===== src/rtl/accu_driver.sv =====
// Serial pattern driver for a counting accumulator. A captured WIDTH-bit word
// is strobed out MSB first (one bit per `next` pulse, GAP idle cycles apart).
// After the last bit the FSM waits two cycles so the accumulator's registered
// flag can land. It then pulses `done` for one cycle. Rising edges of the
// accumulator's `acc_out` flag are counted into a saturating `hits` counter
// while the driver is busy.
//
// Handshake: `start` is a request that is honoured only when the FSM sits in
// IDLE. There is no ready output; the caller watches `busy`, which rises the
// cycle after acceptance and falls the cycle after `done`. `in` is
// meaningful only in cycles where `next` is 1.
module accu_driver #(
    parameter int WIDTH = 8,
    parameter int GAP   = 2
) (
    input  logic             clk,
    input  logic             reset,
    input  logic             start,
    input  logic [WIDTH-1:0] data,
    input  logic             acc_out,
    output logic             in,
    output logic             next,
    output logic             busy,
    output logic             done,
    output logic [3:0]       hits,
    output logic [2:0]       state_display
);

    typedef enum logic [2:0] {
        S_IDLE = 3'b000,
        S_SEND = 3'b001,
        S_GAP  = 3'b010,
        S_WAIT = 3'b011,
        S_DONE = 3'b100
    } state_e;

    localparam logic [4:0] BITS_INIT = 5'(WIDTH);
    localparam logic [3:0] GAP_LOAD  = 4'(GAP - 1);
    localparam logic [3:0] WAIT_LOAD = 4'd1;
    localparam logic [3:0] HITS_MAX  = 4'd15;

    state_e           state_q, state_d;
    logic [WIDTH-1:0] shift_q, shift_d;
    logic [4:0]       bits_q, bits_d;
    logic [3:0]       wait_q, wait_d;
    logic             clr_hits;

    logic             in_q, next_q, busy_q, done_q;
    logic [3:0]       hits_q;
    logic             acc_prev_q;

    // Next-state logic: sequencing of send/gap/wait/done and datapath updates.
    always_comb begin
        state_d  = state_q;
        shift_d  = shift_q;
        bits_d   = bits_q;
        wait_d   = wait_q;
        clr_hits = 1'b0;
        case (state_q)
            S_IDLE: begin
                if (start) begin
                    shift_d  = data;
                    bits_d   = BITS_INIT;
                    clr_hits = 1'b1;
                    state_d  = S_SEND;
                end
            end
            S_SEND: begin
                shift_d = shift_q << 1;
                bits_d  = bits_q - 5'd1;
                if (bits_d == 5'd0) begin
                    state_d = S_WAIT;
                    wait_d  = WAIT_LOAD;
                end else begin
                    state_d = S_GAP;
                    wait_d  = GAP_LOAD;
                end
            end
            S_GAP: begin
                if (wait_q == 4'd0) state_d = S_SEND;
                else                wait_d  = wait_q - 4'd1;
            end
            S_WAIT: begin
                if (wait_q == 4'd0) state_d = S_DONE;
                else                wait_d  = wait_q - 4'd1;
            end
            S_DONE: begin
                state_d = S_IDLE;
            end
            default: begin
                state_d = S_IDLE;
            end
        endcase
    end

    // State and datapath registers.
    always_ff @(posedge clk) begin
        if (reset) begin
            state_q <= S_IDLE;
            shift_q <= '0;
            bits_q  <= '0;
            wait_q  <= '0;
        end else begin
            state_q <= state_d;
            shift_q <= shift_d;
            bits_q  <= bits_d;
            wait_q  <= wait_d;
        end
    end

    // Output registers, decoded from the upcoming state so they line up with it.
    always_ff @(posedge clk) begin
        if (reset) begin
            in_q   <= 1'b0;
            next_q <= 1'b0;
            busy_q <= 1'b0;
            done_q <= 1'b0;
        end else begin
            next_q <= (state_d == S_SEND);
            in_q   <= (state_d == S_SEND) & shift_d[WIDTH-1];
            busy_q <= (state_d != S_IDLE);
            done_q <= (state_d == S_DONE);
        end
    end

    // Saturating count of acc_out rising edges seen while busy.
    always_ff @(posedge clk) begin
        if (reset) begin
            acc_prev_q <= 1'b0;
            hits_q     <= 4'd0;
        end else begin
            acc_prev_q <= acc_out;
            if (clr_hits) begin
                hits_q <= 4'd0;
            end else if (busy_q && acc_out && !acc_prev_q && (hits_q != HITS_MAX)) begin
                hits_q <= hits_q + 4'd1;
            end
        end
    end

    assign in            = in_q;
    assign next          = next_q;
    assign busy          = busy_q;
    assign done          = done_q;
    assign hits          = hits_q;
    assign state_display = state_q;

endmodule


===== config.mk =====
export PLATFORM = sky130hd
export DESIGN_NAME = accu_driver
export DESIGN_NICKNAME = d
export VERILOG_FILES = /design/src/rtl/accu_driver.sv
export SDC_FILE = /design/constraint.sdc
export NUM_CORES = 1
export LEC_CHECK = 0
export ABC_CLOCK_PERIOD_IN_PS = 4870
export CAP_MARGIN = 20
export CORE_MARGIN = 2
export CORE_UTILIZATION = 55
export CTS_CLUSTER_DIAMETER = 60
export DETAILED_ROUTE_END_ITERATION = 16
export PLACE_DENSITY = 0.83
export SLEW_MARGIN = 10
export SYNTH_ARGS = -nofsm -noshare
export SYNTH_HDL_FRONTEND = slang
export SYNTH_SLANG_ARGS = --single-unit

===== constraint.sdc =====
create_clock -name clk -period 4.87 [get_ports clk]
set_clock_uncertainty 0.15 [all_clocks]
set_input_delay 0.7305 -clock clk [delete_from_list [all_inputs] [get_ports clk]]
set_output_delay 0.7305 -clock clk [all_outputs]
set_load 0.05 [all_outputs]

Word-level counts from Yosys, hierarchy flattened
Cells that the tools add are included.

Logic and storage cells: 50. Input bits: 12. Register bits after elaboration: 29. Bits in latches: 0. Output and inout port bits: 11. Memories: 0. Memory bits (read-only): 0. RAM bits: 0.

Shift-type cells: 0. Div/mod/pow operators: 0. Muxes and demuxes: 13. Reductions and logical operators: 14. Multipliers: 0. Bitwise operators: 1. Order comparisons: 0. Equal/unequal tests: 8. Add/subtract/negate cells: 3.

Operators with widths (count): 8-bit case mux with 2 select lines (1); 3-bit case mux with 4 select lines (1); 5-bit case mux with 2 select lines (1); 3-bit 2-to-1 mux (3); 8-bit 2-to-1 mux (1); 4-bit case mux with 2 select lines (1); 3-bit by 1-bit equality test with 1-bit output, second input constant (2); 3-bit by 2-bit equality test with 1-bit output, second input constant (2); 5-bit zero test (1); 5-bit 2-to-1 mux (1); 5-bit by 1-bit subtractor with 5-bit output, second input constant (1); 4-bit by 1-bit adder with 4-bit output, second input constant (1); 4-bit zero test (1); 4-bit 2-to-1 mux (1); 2-bit inequality test, second input constant (2); 4-bit inequality test, second input constant (1); 2-bit AND reduction (2); 2-bit nonzero test (2); 2-bit OR reduction (2); 4-bit by 1-bit subtractor with 4-bit output, second input constant (1); 3-bit equality test, second input constant (1); 1-bit logical AND (3); 3-bit zero test (1); 1-bit 2-to-1 mux (3); other kinds (3) (3).

Depth between registers and ports, before layout
Gate-level depths: netlist (run 1).

Depth in word-level cells: 6. Depth in mapped cells: 7. Gate-level depth less buffers: 6.

Least setup slack after synthesis (run 1)
No wires, ideal clock.

Path type: register -> register. From: reg state_q[0], in the netlist state_display[0]. To: reg bits_q[2]. Stages on the path, launching flop included: 7. Arrival time: 1728 ps. Required time: 4587 ps. Path slack: 2860 ps. Library setup time: 133 ps. Period minus slack after synthesis: 2010 ps. Buffers on the path: 2. Cells stage by stage: dfxtp_1 buf_2 nor3b_2 nor2_1 clkbuf_1 o21ai_0 a21oi_1.

Longest elaborated chain between the ends: 3. Elaborated cells on any way between the ends: 6. Those cells by class: eq/ne (2); mux (1); reduce/logical (3).

Ends and longest elaborated chain: start, declared (RTL line 42) `state_e state_q, state_d;`; start signal, assigned (RTL line 104) `state_q <= state_d;`; 3-bit by 1-bit equality test with 1-bit output / 3-bit zero test (equally long branches) (RTL line 59) `case (state_q)`; 2-bit nonzero test (no source line) / 2-bit inequality test (equally long branches); 2-bit AND reduction (no source line); end signal, assigned (RTL line 106) `bits_q <= bits_d;`; end, declared (RTL line 44) `logic [4:0] bits_q, bits_d;`.

Several ways; a longest one is shown, not always the timed one. A chain may end at the register's enable or synchronous reset.

Final worst setup path (run 1)
From: reg state_q[0], in the netlist state_display[0]. To: out state_display[0].

RTL lines: end, declared (RTL line 26) `output logic [2:0] state_display`.

No word-level cell between the ends.

==> impl_summary.md, run 1 <==
Timing
The number of max-slew violations in the final report came to 0. Counting I/O delays and the setup requirement, the final critical path takes 2.66 ns. Of the available clock period, the critical path in the final layout requires 0.545.

The final-report hold violation count was 0. Setup slack closes at 2.21 ns. The measured slew at the worst slew-check pin is 0.961 ns. The sum of negative setup slack is 0 ns.

The worst relative slew slack is 0.357. Setup violations remaining at the end of the flow were counted as 0. Setup repair after global routing left no endpoint under its margin. The timing-limited maximum frequency is 377 MHz.

Logic synthesis
The synthesized netlist contains 34 unique library cells. The synthesized instance count is 145. After synthesis, the mean cell area works out to 9.08 µm². The post-synthesis sequential area ratio is 0.441. The Yosys step of the flow raised 0 warnings. The synthesized area is 1320 µm². After synthesis the netlist holds a flip-flop and latch count of 29.

When the netlist entered floorplanning its net count stood at 161.

Place
The congestion estimate from routability-driven global placement came to 0.736. The worst-case setup slack after placement is 2.16 ns. The number of port buffers is 22.

After legalization and detailed placement, the total HPWL measured 1.76 mm.

Power
Of the total power, combinational logic draws 0.235. The clock share of power is 0.251. The fraction of power spent switching nets is 0.310. The power dissipated by switching net loads is 164 µW. The internal power is 366 µW. The power density of the placed cells is 336 nW/µm². The proportion of power drawn by flip-flops and latches is 0.514. The largest voltage drop on the vdd net is 220 µV. The cell leakage power is 0.000564 µW.

Finish
The final-stage net count is 181. The footprint of the multi-input gates is 659 µm². The storage element area is 581 µm². The layout overhead on the synthesized area is 19.9%.

The number of diodes is 0. In the final layout, the share of cells above drive strength 1 is 0.0723. After filler insertion, the fill cell instance count of the layout stands at 185.

Global routing
The first global-routing pass estimated 4.23 mm of wire. The pin count of the biggest net entering global routing is 29. The total routing usage reported by global routing is 0.214. The via count of the first global-routing pass is 1001. The leftover overflow at the end of global routing is 0. The initial antenna violation count is 0.

Setup path
The worst setup path is launched from a flip-flop. Along the worst path, the maximum fanout reaches 12. The top cell family by delay on the critical path is buffers and inverters. Walking the worst path, the cells encountered are clkdlybuf4s50_1. The number of buffers and inverters on the critical path is 1. Among all stages on the critical path, the largest delay is contributed by sky130_fd_sc_hd__clkdlybuf4s50_1. Data on the critical path is required at its endpoint by 3.99 ns. The longest individual stage delay on the worst path is 0.89 ns. The critical setup path kind is reg2out.

The worst setup path is captured at an output pin. At the worst endpoint, the arrival time is 1.78 ns.

CTS
Clock latency on the worst-skew pair, taken at its later pin, is 0.32 ns. The library cell used as clock root buffer is sky130_fd_sc_hd__clkbuf_4. The post-CTS setup repair buffer count is 0.

The clock-pin slew reported for the worst setup and hold paths after clock tree synthesis is 0.08 ns. The largest buffer count on any clock path is 2. The number of hold buffers added after cts is 0.

The H-tree was split into 2 levels. The TritonCTS clock tree is done. After clock tree synthesis, the repair step resized 0 gates.

Counting every sink on the clock net gives 29. TritonCTS created 5 clock buffers.

Die
The vertical die dimension is 52.9 µm. The total I/O pin count is 23. The full die area is 2800 µm². The core outline area is 2230 µm².

The placement row count is 17. In this run the horizontal extent of the chip is 52.9 µm. The initial cell density of the core is 0.589.

Detailed routing
The detail route stage leaves a number of antenna-violating nets equal to 0. The per-cell routed wire length is 13.1 µm. The first routing iteration left 19 violations. After detailed routing, the number of remaining DRC violations is 0. The first TritonRoute pass finished after 4 iterations. The routed via count is 1105. The aggregate routed wire length is 2.54 mm.

Using the TritonRoute via totals, the vias-per-cell ratio works out to 5.70.

Flow run
Max-cap violations in this run came to 0.

Worst hold path
The type of the most critical hold path is reg2reg.

Status
The run finished with clean final reports.
## cell type report
type                       count  area share
multi-input combinational     99       0.418
tap                           28      0.0222
clock buffer                   8      0.0309
inverter                       7      0.0167
timing repair buffer          23       0.144
sequential                    29       0.368
## synth_stat cells (all sizes together)
library cell	count	area share
dfxtp	29	0.44
nor2	15	0.043
nor4bb	2	0.015
nor2b	2	0.0095
inv	7	0.020
xnor2	2	0.013
a311o	1	0.0076
a31o	1	0.0067
a31oi	2	0.0095
a21oi	13	0.049
mux2i	1	0.0076
a211oi	5	0.029
nand2	9	0.026
nor4b	2	0.029
xor2	5	0.033
nor3	12	0.046
and2	1	0.0048
ha	4	0.038
and2b	1	0.0057
o21ai	1	0.0038
nor3b	1	0.0095
a2111oi	1	0.0067
buf	5	0.024
a22oi	8	0.049
or3b	2	0.015
nand3b	3	0.017
mux2	1	0.0086
nand3	3	0.011
clkbuf	5	0.014
o221ai	1	0.0067
## registers in the layout, indices dropped and copies added, names as in the netlist
name and flops:
shift_q 8, acc_prev_q 1, wait_q 4, state_display 3, done 1, bits_q 5, next 1, busy 1
in 1, hits 4
## power by group through the flow
stage | clock (µW) | sequential [µW] | combinational [µW]
after global routing | 147 | 275 | 137
after floorplan | 0 | 288 | 81.9
after CTS | 137 | 273 | 125
after detailed placement | 0 | 278 | 124
after global placement | 0 | 277 | 120
final | 133 | 272 | 124
## kinds of logic (layout without fill, tap and decap cells)
logic type      Yosys count  count (layout)  share of synthesized area
simple gates             53              53                      0.232
compound gates           33              33                      0.168
flops                    29              29                      0.441
buf+inv                  17              38                     0.0580
xor+xnor                  7               7                     0.0466
fa+ha+maj                 4               4                     0.0380
mux                       2               2                     0.0162
## worst min-delay path, stage by stage (launching register included)
cell,delay (ns)
sky130_fd_sc_hd__dfxtp_1,0.31
sky130_fd_sc_hd__nand2_1,0.05
sky130_fd_sc_hd__a21oi_1,0.05
## per-stage QoR
step	hold slack [ns]	std cells	instance area [µm²]	util	total power [µW]
after floorplan	0.286	145	1320	-	370
after global placement	0.296	186	1530	0.685	397
after detailed placement	0.298	186	1530	0.685	402
after CTS	0.309	194	1580	0.706	535
after global routing	0.343	194	1580	0.706	559
final	0.308	194	1580	0.706	530
## final timing paths
kind / start / endpoint / slack (ns) / depth (start not counted)
max: state_display[0] / state_display[0] / 2.21 / 1
max reg2reg: state_display[0] / bits_q[2] / 2.45 / 4
min: shift_q[3] / shift_q[3] / 0.31 / 2
min reg2reg: shift_q[3] / shift_q[3] / 0.31 / 2
## cells in the final DEF (no fill, tap or decap)
cell / count
sky130_fd_sc_hd__a311o_1: 1
sky130_fd_sc_hd__a31oi_1: 2
sky130_fd_sc_hd__nor4b_4: 1
sky130_fd_sc_hd__or3b_1: 1
sky130_fd_sc_hd__dfxtp_1: 29
sky130_fd_sc_hd__nor3_1: 12
sky130_fd_sc_hd__a31o_2: 1
sky130_fd_sc_hd__clkbuf_4: 5
sky130_fd_sc_hd__inv_1: 7
sky130_fd_sc_hd__a211oi_1: 5
sky130_fd_sc_hd__or3b_4: 1
sky130_fd_sc_hd__xor2_1: 5
sky130_fd_sc_hd__a21oi_1: 13
sky130_fd_sc_hd__buf_4: 1
sky130_fd_sc_hd__a22oi_1: 7
sky130_fd_sc_hd__a22oi_2: 1
sky130_fd_sc_hd__nor2_1: 15
sky130_fd_sc_hd__and2_1: 1
sky130_fd_sc_hd__mux2_1: 1
sky130_fd_sc_hd__mux2i_1: 1
sky130_fd_sc_hd__nand3_1: 3
sky130_fd_sc_hd__nand3b_1: 3
sky130_fd_sc_hd__xnor2_1: 2
sky130_fd_sc_hd__a2111oi_0: 1
sky130_fd_sc_hd__o221ai_1: 1
sky130_fd_sc_hd__and2b_1: 1
sky130_fd_sc_hd__clkbuf_1: 3
sky130_fd_sc_hd__nor4bb_1: 2
sky130_fd_sc_hd__o21ai_0: 1
sky130_fd_sc_hd__nor4b_2: 1
sky130_fd_sc_hd__nor2b_1: 2
sky130_fd_sc_hd__clkdlybuf4s50_1: 22
sky130_fd_sc_hd__nor3b_2: 1
sky130_fd_sc_hd__nand2_1: 9
sky130_fd_sc_hd__ha_1: 4
## routing by layer
metal  vias to the layer above  part of all wire  track usage
met5                         -                 0            0
met4                         0             0.015       0.0769
met3                         5             0.048       0.0847
met2                        29              0.50        0.369
met1                       513              0.44        0.237
li1                        558                 -            -
No activity file was read; power rests on OpenSTA's default activity.
==> inputs of run 2 (changes only) <==
ABC_CLOCK_PERIOD_IN_PS = 2200   (was 4870)
CORE_ASPECT_RATIO = 2   (was not set)
CORE_UTILIZATION = 46   (was 55)
PLACE_DENSITY = 0.74   (was 0.83)
clock period = 2.2 ns   (was 4.87 ns; I/O delays follow)
==> run 2 against run 1 <==
Final cell count grew 2.6%. Worst hold slack lost 0.0034 ns. Sequential power grew 120%. Non-clock buffer count grew 5. Global-route usage shrank 2.9 points. Utilization shrank 10 points. Combinational power grew 140%. Critical path type unchanged.
==> impl_summary.md, run 2 (synthesis results as in run 1) <==
Status
The flow ran to the end, and the final reports show no timing, DRC or antenna violations.

Die
The vertical die dimension is 79.7 µm (+51%). The placement row count was 27 (+10). The total I/O pin count is 23 (unchanged). The initial cell density of the core is 0.481 (-0.108). The full die area is 3330 µm² (+19%).

The core outline area is 2740 µm² (+23%). The x dimension of the die is 41.8 µm (-21%).

Finish
The flip-flop count of the largest register after layout came to 8 (unchanged). The number of diodes is 0 (unchanged). The layout overhead on the synthesized area is 25.9%. The final-stage net count was 186 (+2.8%).

In the layout the commonest cells are sky130_fd_sc_hd__dfxtp_1 (29), sky130_fd_sc_hd__clkdlybuf4s50_1 (19), sky130_fd_sc_hd__nor2_1 (15). shift_q holds more flip-flops than any other register. The fraction of layout cells with a size suffix above 1 was 0.112 (+0.0395). The library cell used most frequently in the layout, excluding fill and tap cells, is sky130_fd_sc_hd__dfxtp_1. The largest registers in the layout are shift_q (8), bits_q (5).

CTS
The clock-pin slew reported for the worst setup and hold paths after clock tree synthesis came to 0.06 ns (-0.02 ns). The clock net sink count was 29 (unchanged). The clock insertion delay at the later pin of the skew report was 0.27 ns (-0.05 ns). The CTS buffer count is 5 (unchanged). The number of hold buffers added after cts is 0 (unchanged). The post-CTS setup repair buffer count is 0 (unchanged). The TritonCTS clock tree is done. The largest buffer count on any clock path came to 2 (unchanged). Clock tree synthesis selected as its root buffer the cell sky130_fd_sc_hd__clkbuf_8. The depth of the CTS H-tree is 2 (unchanged).

Setup path
The start point of the critical path is hits[2]. The slack of the worst reg-to-reg path is 0.33 ns (-2.12 ns). The cell with the largest stage delay on the worst path is sky130_fd_sc_hd__clkdlybuf4s50_1.

The signal on the critical path passes through clkdlybuf4s50_1. The longest individual stage delay on the worst path is 0.83 ns (-0.06 ns). The arrival time of data at the critical path endpoint is 1.51 ns (-0.27 ns).

The worst register-to-register path ends at wait_q[1]. The top cell family by delay on the critical path is buffers and inverters. The critical path launch point type is a flip-flop. The worst-case reg-to-reg path depth is 6 (+2).

In this run the critical register-to-register path is launched from wait_q[0]. The biggest fanout along the worst timing path is 6 (-6). The worst path required time was 1.72 ns (-2.27 ns). By startpoint and endpoint, the worst setup path is classified as reg2out.

STA classifies the critical path endpoint as an output pin. The number of buffers and inverters on the critical path came to 1 (unchanged).

Place
The number of port buffers is 22 (unchanged). The worst-case setup slack after placement is 0.119 ns (-2.04 ns). The detailed placement HPWL was 1.96 mm (+11%). The final weighted congestion of routability-driven global placement is 0.781 (+6.0%).

Power
The power density of the placed cells was 798 nW/µm² (+140%). The largest voltage drop on the vdd net is 574 µV (+160%). The cell leakage power is 0.000643 µW (+14%). The overall power of the completed layout is 1320 µW (+150%).

Worst hold path
The type of the most critical hold path is reg2reg. The worst hold path terminates at shift_q[6]. The depth of the worst hold-timing path is 2 (unchanged). In this run the most critical hold path is launched from shift_q[6].

Timing
The number of max-slew violations in the final report was 0 (unchanged). The slack of the critical path came to 0.209 ns (-2.00 ns). The sum of negative setup slack is 0 ns (unchanged).

The post-route clock period utilization is 0.905. Based on the critical path, the design can be clocked at up to 502 MHz. The tightest hold margin is 0.304 ns (-0.00338 ns). Subtracting the final worst setup slack from the clock period gives 1.99 ns. The final-report hold violation count came to 0 (unchanged). The final setup violation count is 0 (unchanged). The measured slew at the worst slew-check pin is 0.623 ns (-0.338 ns).

The worst relative slew slack is 0.583 (+0.226). Setup repair after global routing left no endpoint under its margin.

Flow run
The max capacitance violation total is 0 (unchanged).

Detailed routing
The per-cell routed wire length came to 13.5 µm (+3.3%). The aggregate routed wire length is 2.69 mm (+6.0%). The remaining number of nets flagged by the antenna check after routing is 0 (unchanged).

The iteration-0 DRC count of the detailed router is 16 (-3). The routed via count is 1128 (+2.1%). The DRC violation count after routing is 0 (unchanged).

The iteration count of the initial detailed-routing pass is 4 (unchanged). The number of vias per cell is 5.67 (-0.48%).

Global routing
The total routing usage reported by global routing is 0.185 (-0.0289). The first-pass GRT wire length is 4.76 mm (+13%). The initial antenna violation count was 0 (unchanged). The via count of the first global-routing pass is 1163 (+16%). The leftover overflow at the end of global routing is 0 (unchanged).

The pin count of the biggest net entering global routing is 16 (-45%).
run 2: changes by cell type in the layout (fill, tap and decap cells not counted):
cell / before / now
sky130_fd_sc_hd__buf_4: 1 / 7
sky130_fd_sc_hd__clkdlybuf4s50_1: 22 / 19
sky130_fd_sc_hd__clkbuf_8: 0 / 6
sky130_fd_sc_hd__clkbuf_1: 3 / 1
sky130_fd_sc_hd__clkbuf_4: 5 / 0
sky130_fd_sc_hd__dlymetal6s2s_1: 0 / 2
run 2: timing repair:
| action | in CTS | in global routing |
|---|---|---|
| setup endpoints to repair | 0 | 2 |
| hold endpoints to repair | 0 | 0 |
| resized for setup | 0 | 2 |
run 2: area by class of cell:
cell class,instances,area (µm²)
clock buffers,7,86.3
multi-input cells,99,659
well taps,29,36.3
fillers,251,1080
repair buffers,28,268
inverters,7,26.3
flip-flops and latches,29,581
run 2: worst max path at each step:
stage                     cells after the start               end  slack (ns)
after floorplan                               6         bits_q[2]        0.19
after global placement                        5         bits_q[4]        0.15
after detailed placement                      5         bits_q[4]        0.12
after CTS                                     1  state_display[2]        0.03
after global routing                          1           hits[2]        0.15
final                                         1           hits[2]        0.21
run 2: report_power, final:
group | switching [µW] | leakage (µW) | internal [µW]
Combinational | 169 | 0.000362 | 124
Clock | 183 | 0.0000443 | 247
Sequential | 32.1 | 0.000237 | 567
Total | 384 | 0.000643 | 938
run 2: metal layers:
layer / up-vias / global-route usage / share of wire
met5: - / 0 / 0
met2: 23 / 0.327 / 0.57
li1: 558 / - / -
met3: 6 / 0.0543 / 0.037
met1: 541 / 0.178 / 0.37
met4: 0 / 0.129 / 0.023
run 2: through the flow:
| step | util | cell area, µm² | instances |
|---|---|---|---|
| floorplan | - | 1320 | 145 |
| global placement | 0.572 | 1570 | 192 |
| detailed placement | 0.572 | 1570 | 192 |
| CTS | 0.604 | 1650 | 199 |
| global route | 0.605 | 1660 | 199 |
| finish | 0.605 | 1660 | 199 |
==> inputs of run 3 (changes only) <==
CORE_MARGIN = 4   (was 2)
GPL_TIMING_DRIVEN = 0   (was not set)
==> run 3 against run 2 <==
Total power rose by 3.6%. Die area rose by 15%. Largest cell class unchanged. Highest routed layer unchanged. Via count rose by 0.62%. Critical path depth rose by 5. Count of clock-buffer cells in the layout did not move. Non-clock buffer count rose by 3.
==> impl_summary.md, run 3 (synthesis results as in run 1) <==
Flow run
The max capacitance violation total is 0 (unchanged).

CTS
The number of hold buffers added after cts is 0 (unchanged). The clock net sink count is 29 (unchanged). The depth of the CTS H-tree is 2 (unchanged). The clock-pin slew reported for the worst setup and hold paths after clock tree synthesis is 0.06 ns (about the same). The post-CTS setup repair buffer count is 0 (unchanged). The clock insertion delay at the later pin of the skew report came to 0.28 ns (about the same). The largest buffer count on any clock path came to 2 (unchanged).

Clock tree synthesis selected as its root buffer the cell sky130_fd_sc_hd__clkbuf_8. The CTS buffer count came to 5 (unchanged). The post-cts repair resize count is 0 (unchanged). The TritonCTS clock tree is done.

Worst hold path
The depth of the worst hold-timing path came to 2 (unchanged). The startpoint of the lowest-slack hold path is shift_q[1]. The type of the most critical hold path is reg2reg.

Global routing
The first-pass GRT wire length came to 4.96 mm (+4.2%). The pin count of the biggest net entering global routing is 11 (-5). The via count of the first global-routing pass is 1130 (-2.8%).

The initial antenna violation count is 0 (unchanged). The leftover overflow at the end of global routing is 0 (unchanged). The total routing usage reported by global routing is 0.174 (-0.0111).

Setup path
The worst path required time is 2.19 ns (+0.47 ns). Among cell families on the critical path, the largest total delay comes from buffers and inverters. The cell with the largest stage delay on the worst path is sky130_fd_sc_hd__clkdlybuf4s50_1. The signal on the critical path passes through clkdlybuf4s50_1 > nor4b_2 > nor2_1 > clkbuf_1 > o21ai_0 > a21oi_1. The worst setup path is launched from an input pin. The biggest fanout along the worst timing path was 10 (+4). The worst setup path is captured at a flip-flop. The critical path is of the in2reg type. The arrival time of data at the critical path endpoint is 1.99 ns (+0.48 ns). The worst-case reg-to-reg path depth is 6 (unchanged). The longest individual stage delay on the worst path was 0.54 ns (-0.29 ns). The launch point of the worst reg-to-reg path is state_display[0]. The number of buffers and inverters on the critical path came to 2 (+1). The most critical setup path has its startpoint at start. The number of cells on the critical path is 6 (+5).

Timing
Setup repair after global routing left no endpoint under its margin. The final setup violation count came to 0 (unchanged). The worst relative slew slack was 0.634 (+0.0505). The final-report hold violation count is 0 (unchanged). The slack of the critical path was 0.199 ns (-0.0107 ns). The minimum clock period after layout came to 2.00 ns (+0.0107 ns). The measured slew at the worst slew-check pin is 0.550 ns (-0.0734 ns). The post-route clock period utilization was 0.910 (+0.00488).

The timing-limited maximum frequency is 500 MHz (-0.54%). The number of max-slew violations in the final report is 0 (unchanged).

Finish
The largest registers in the layout are shift_q (8), bits_q (5). Leaving out fill and tap cells, the most frequent cell in the layout is sky130_fd_sc_hd__dfxtp_1. The register name with the most flops is shift_q.

The number of fillers in the final layout is 261 (+4.0%). The flip-flop count of the largest register after layout is 8 (unchanged). Leaving out fill and tap cells, the most frequent cells in the layout are sky130_fd_sc_hd__dfxtp_1 (29), sky130_fd_sc_hd__clkdlybuf4s50_1 (21), sky130_fd_sc_hd__nor2_1 (15). The post-route standard cell area excluding fillers is 1660 µm² (+0.45%). The number of diodes is 0 (unchanged). The final-stage net count is 189 (+1.6%). The layout overhead on the synthesized area is 26.4%. The fraction of layout cells with a size suffix above 1 is 0.109 (-0.00257). The share of the core filled with cells in the final layout is 0.608 (+0.00274).

Die
The initial cell density of the core is 0.481 (unchanged). The total I/O pin count is 23 (unchanged). The x dimension of the die came to 45.8 µm (+9.6%). The placement row count is 27 (unchanged).

The full die area is 3830 µm² (+15%). The core outline area is 2740 µm² (unchanged). The vertical die dimension came to 83.7 µm (+5.0%).

Detailed routing
The remaining number of nets flagged by the antenna check after routing is 0 (unchanged). The DRC violation count after routing was 0 (unchanged). The aggregate routed wire length is 2.96 mm (+10%). The routed via count is 1135 (+0.62%). The per-cell routed wire length is 14.6 µm (+7.9%). The iteration count of the initial detailed-routing pass is 4 (unchanged). The number of vias per cell is 5.59 (-1.4%). The iteration-0 DRC count of the detailed router is 28 (+12).

Place
The worst-case setup slack after placement came to -0.0709 ns (-0.190 ns). The number of port buffers was 21 (-4.5%). The placement-stage cell area is 1560 µm² (-0.16%). The final weighted congestion of routability-driven global placement is 0.769 (-1.5%).

The detailed placement HPWL was 2.21 mm (+13%).

Status
The flow ran to the end, and the final reports show no timing, DRC or antenna violations.

Power
The power density of the placed cells is 823 nW/µm² (+3.2%). The cell leakage power came to 0.000615 µW (-4.5%). The largest voltage drop on the vdd net is 615 µV (+7.2%).
==> run 3: cell count changes in the layout (fill, tap and decap cells not counted) <==
cell | before | now
sky130_fd_sc_hd__clkbuf_8 | 6 | 7
sky130_fd_sc_hd__buf_6 | 0 | 1
sky130_fd_sc_hd__buf_4 | 7 | 0
sky130_fd_sc_hd__clkdlybuf4s50_1 | 19 | 21
sky130_fd_sc_hd__dlymetal6s2s_1 | 2 | 0
sky130_fd_sc_hd__clkinv_2 | 0 | 1
sky130_fd_sc_hd__clkbuf_1 | 1 | 5
sky130_fd_sc_hd__buf_2 | 0 | 4
==> run 3: worst paths after layout <==
path	end	slack [ns]
setup / recovery	bits_q[2]	0.20
hold / removal	shift_q[1]	0.31
setup reg to reg	bits_q[2]	0.24
hold reg to reg	shift_q[1]	0.31
==> run 3: area by class of cell <==
class                      instances  area (µm²)  area share
multi-input combinational         99         659       0.396
sequential                        29         581       0.349
timing repair buffer              21         210       0.126
clock buffer                       7        96.3      0.0579
buffer                            10        50.0      0.0301
tap                               29        36.3      0.0218
inverter                           7        26.3      0.0158
clock inverter                     1        5.00     0.00301
==> run 3: where the power goes <==
group / internal, µW / leakage [µW] / switching (µW)
Clock: 282 / 0.0000542 / 191
Sequential: 567 / 0.000237 / 28.7
Combinational: 123 / 0.000323 / 179
Total: 972 / 0.000615 / 398
==> run 3: layer usage <==
metal	track usage	wire length, µm	vias up
li1	-	-	567
met1	0.165	1060	536
met2	0.316	1700	26
met3	0.0475	141	6
met4	0.0829	59	0
met5	0	0	-
==> run 3: worst register-to-register path, cell delays in order (launching register included) <==
cell	delay, ns
sky130_fd_sc_hd__dfxtp_1	0.32
sky130_fd_sc_hd__buf_2	0.17
sky130_fd_sc_hd__nor4b_2	0.50
sky130_fd_sc_hd__nor2_1	0.13
sky130_fd_sc_hd__clkbuf_1	0.24
sky130_fd_sc_hd__o21ai_0	0.22
sky130_fd_sc_hd__a21oi_1	0.08
==> run 3: stage by stage <==
step	std cells	hold slack, ns	total power, µW	setup TNS (ns)
global route	203	0.330	1450	0
CTS	203	0.313	1390	0
finish	203	0.314	1370	0
floorplan	145	0.286	818	0
global placement	195	0.296	895	-0.0794
detailed placement	195	0.302	906	-0.141
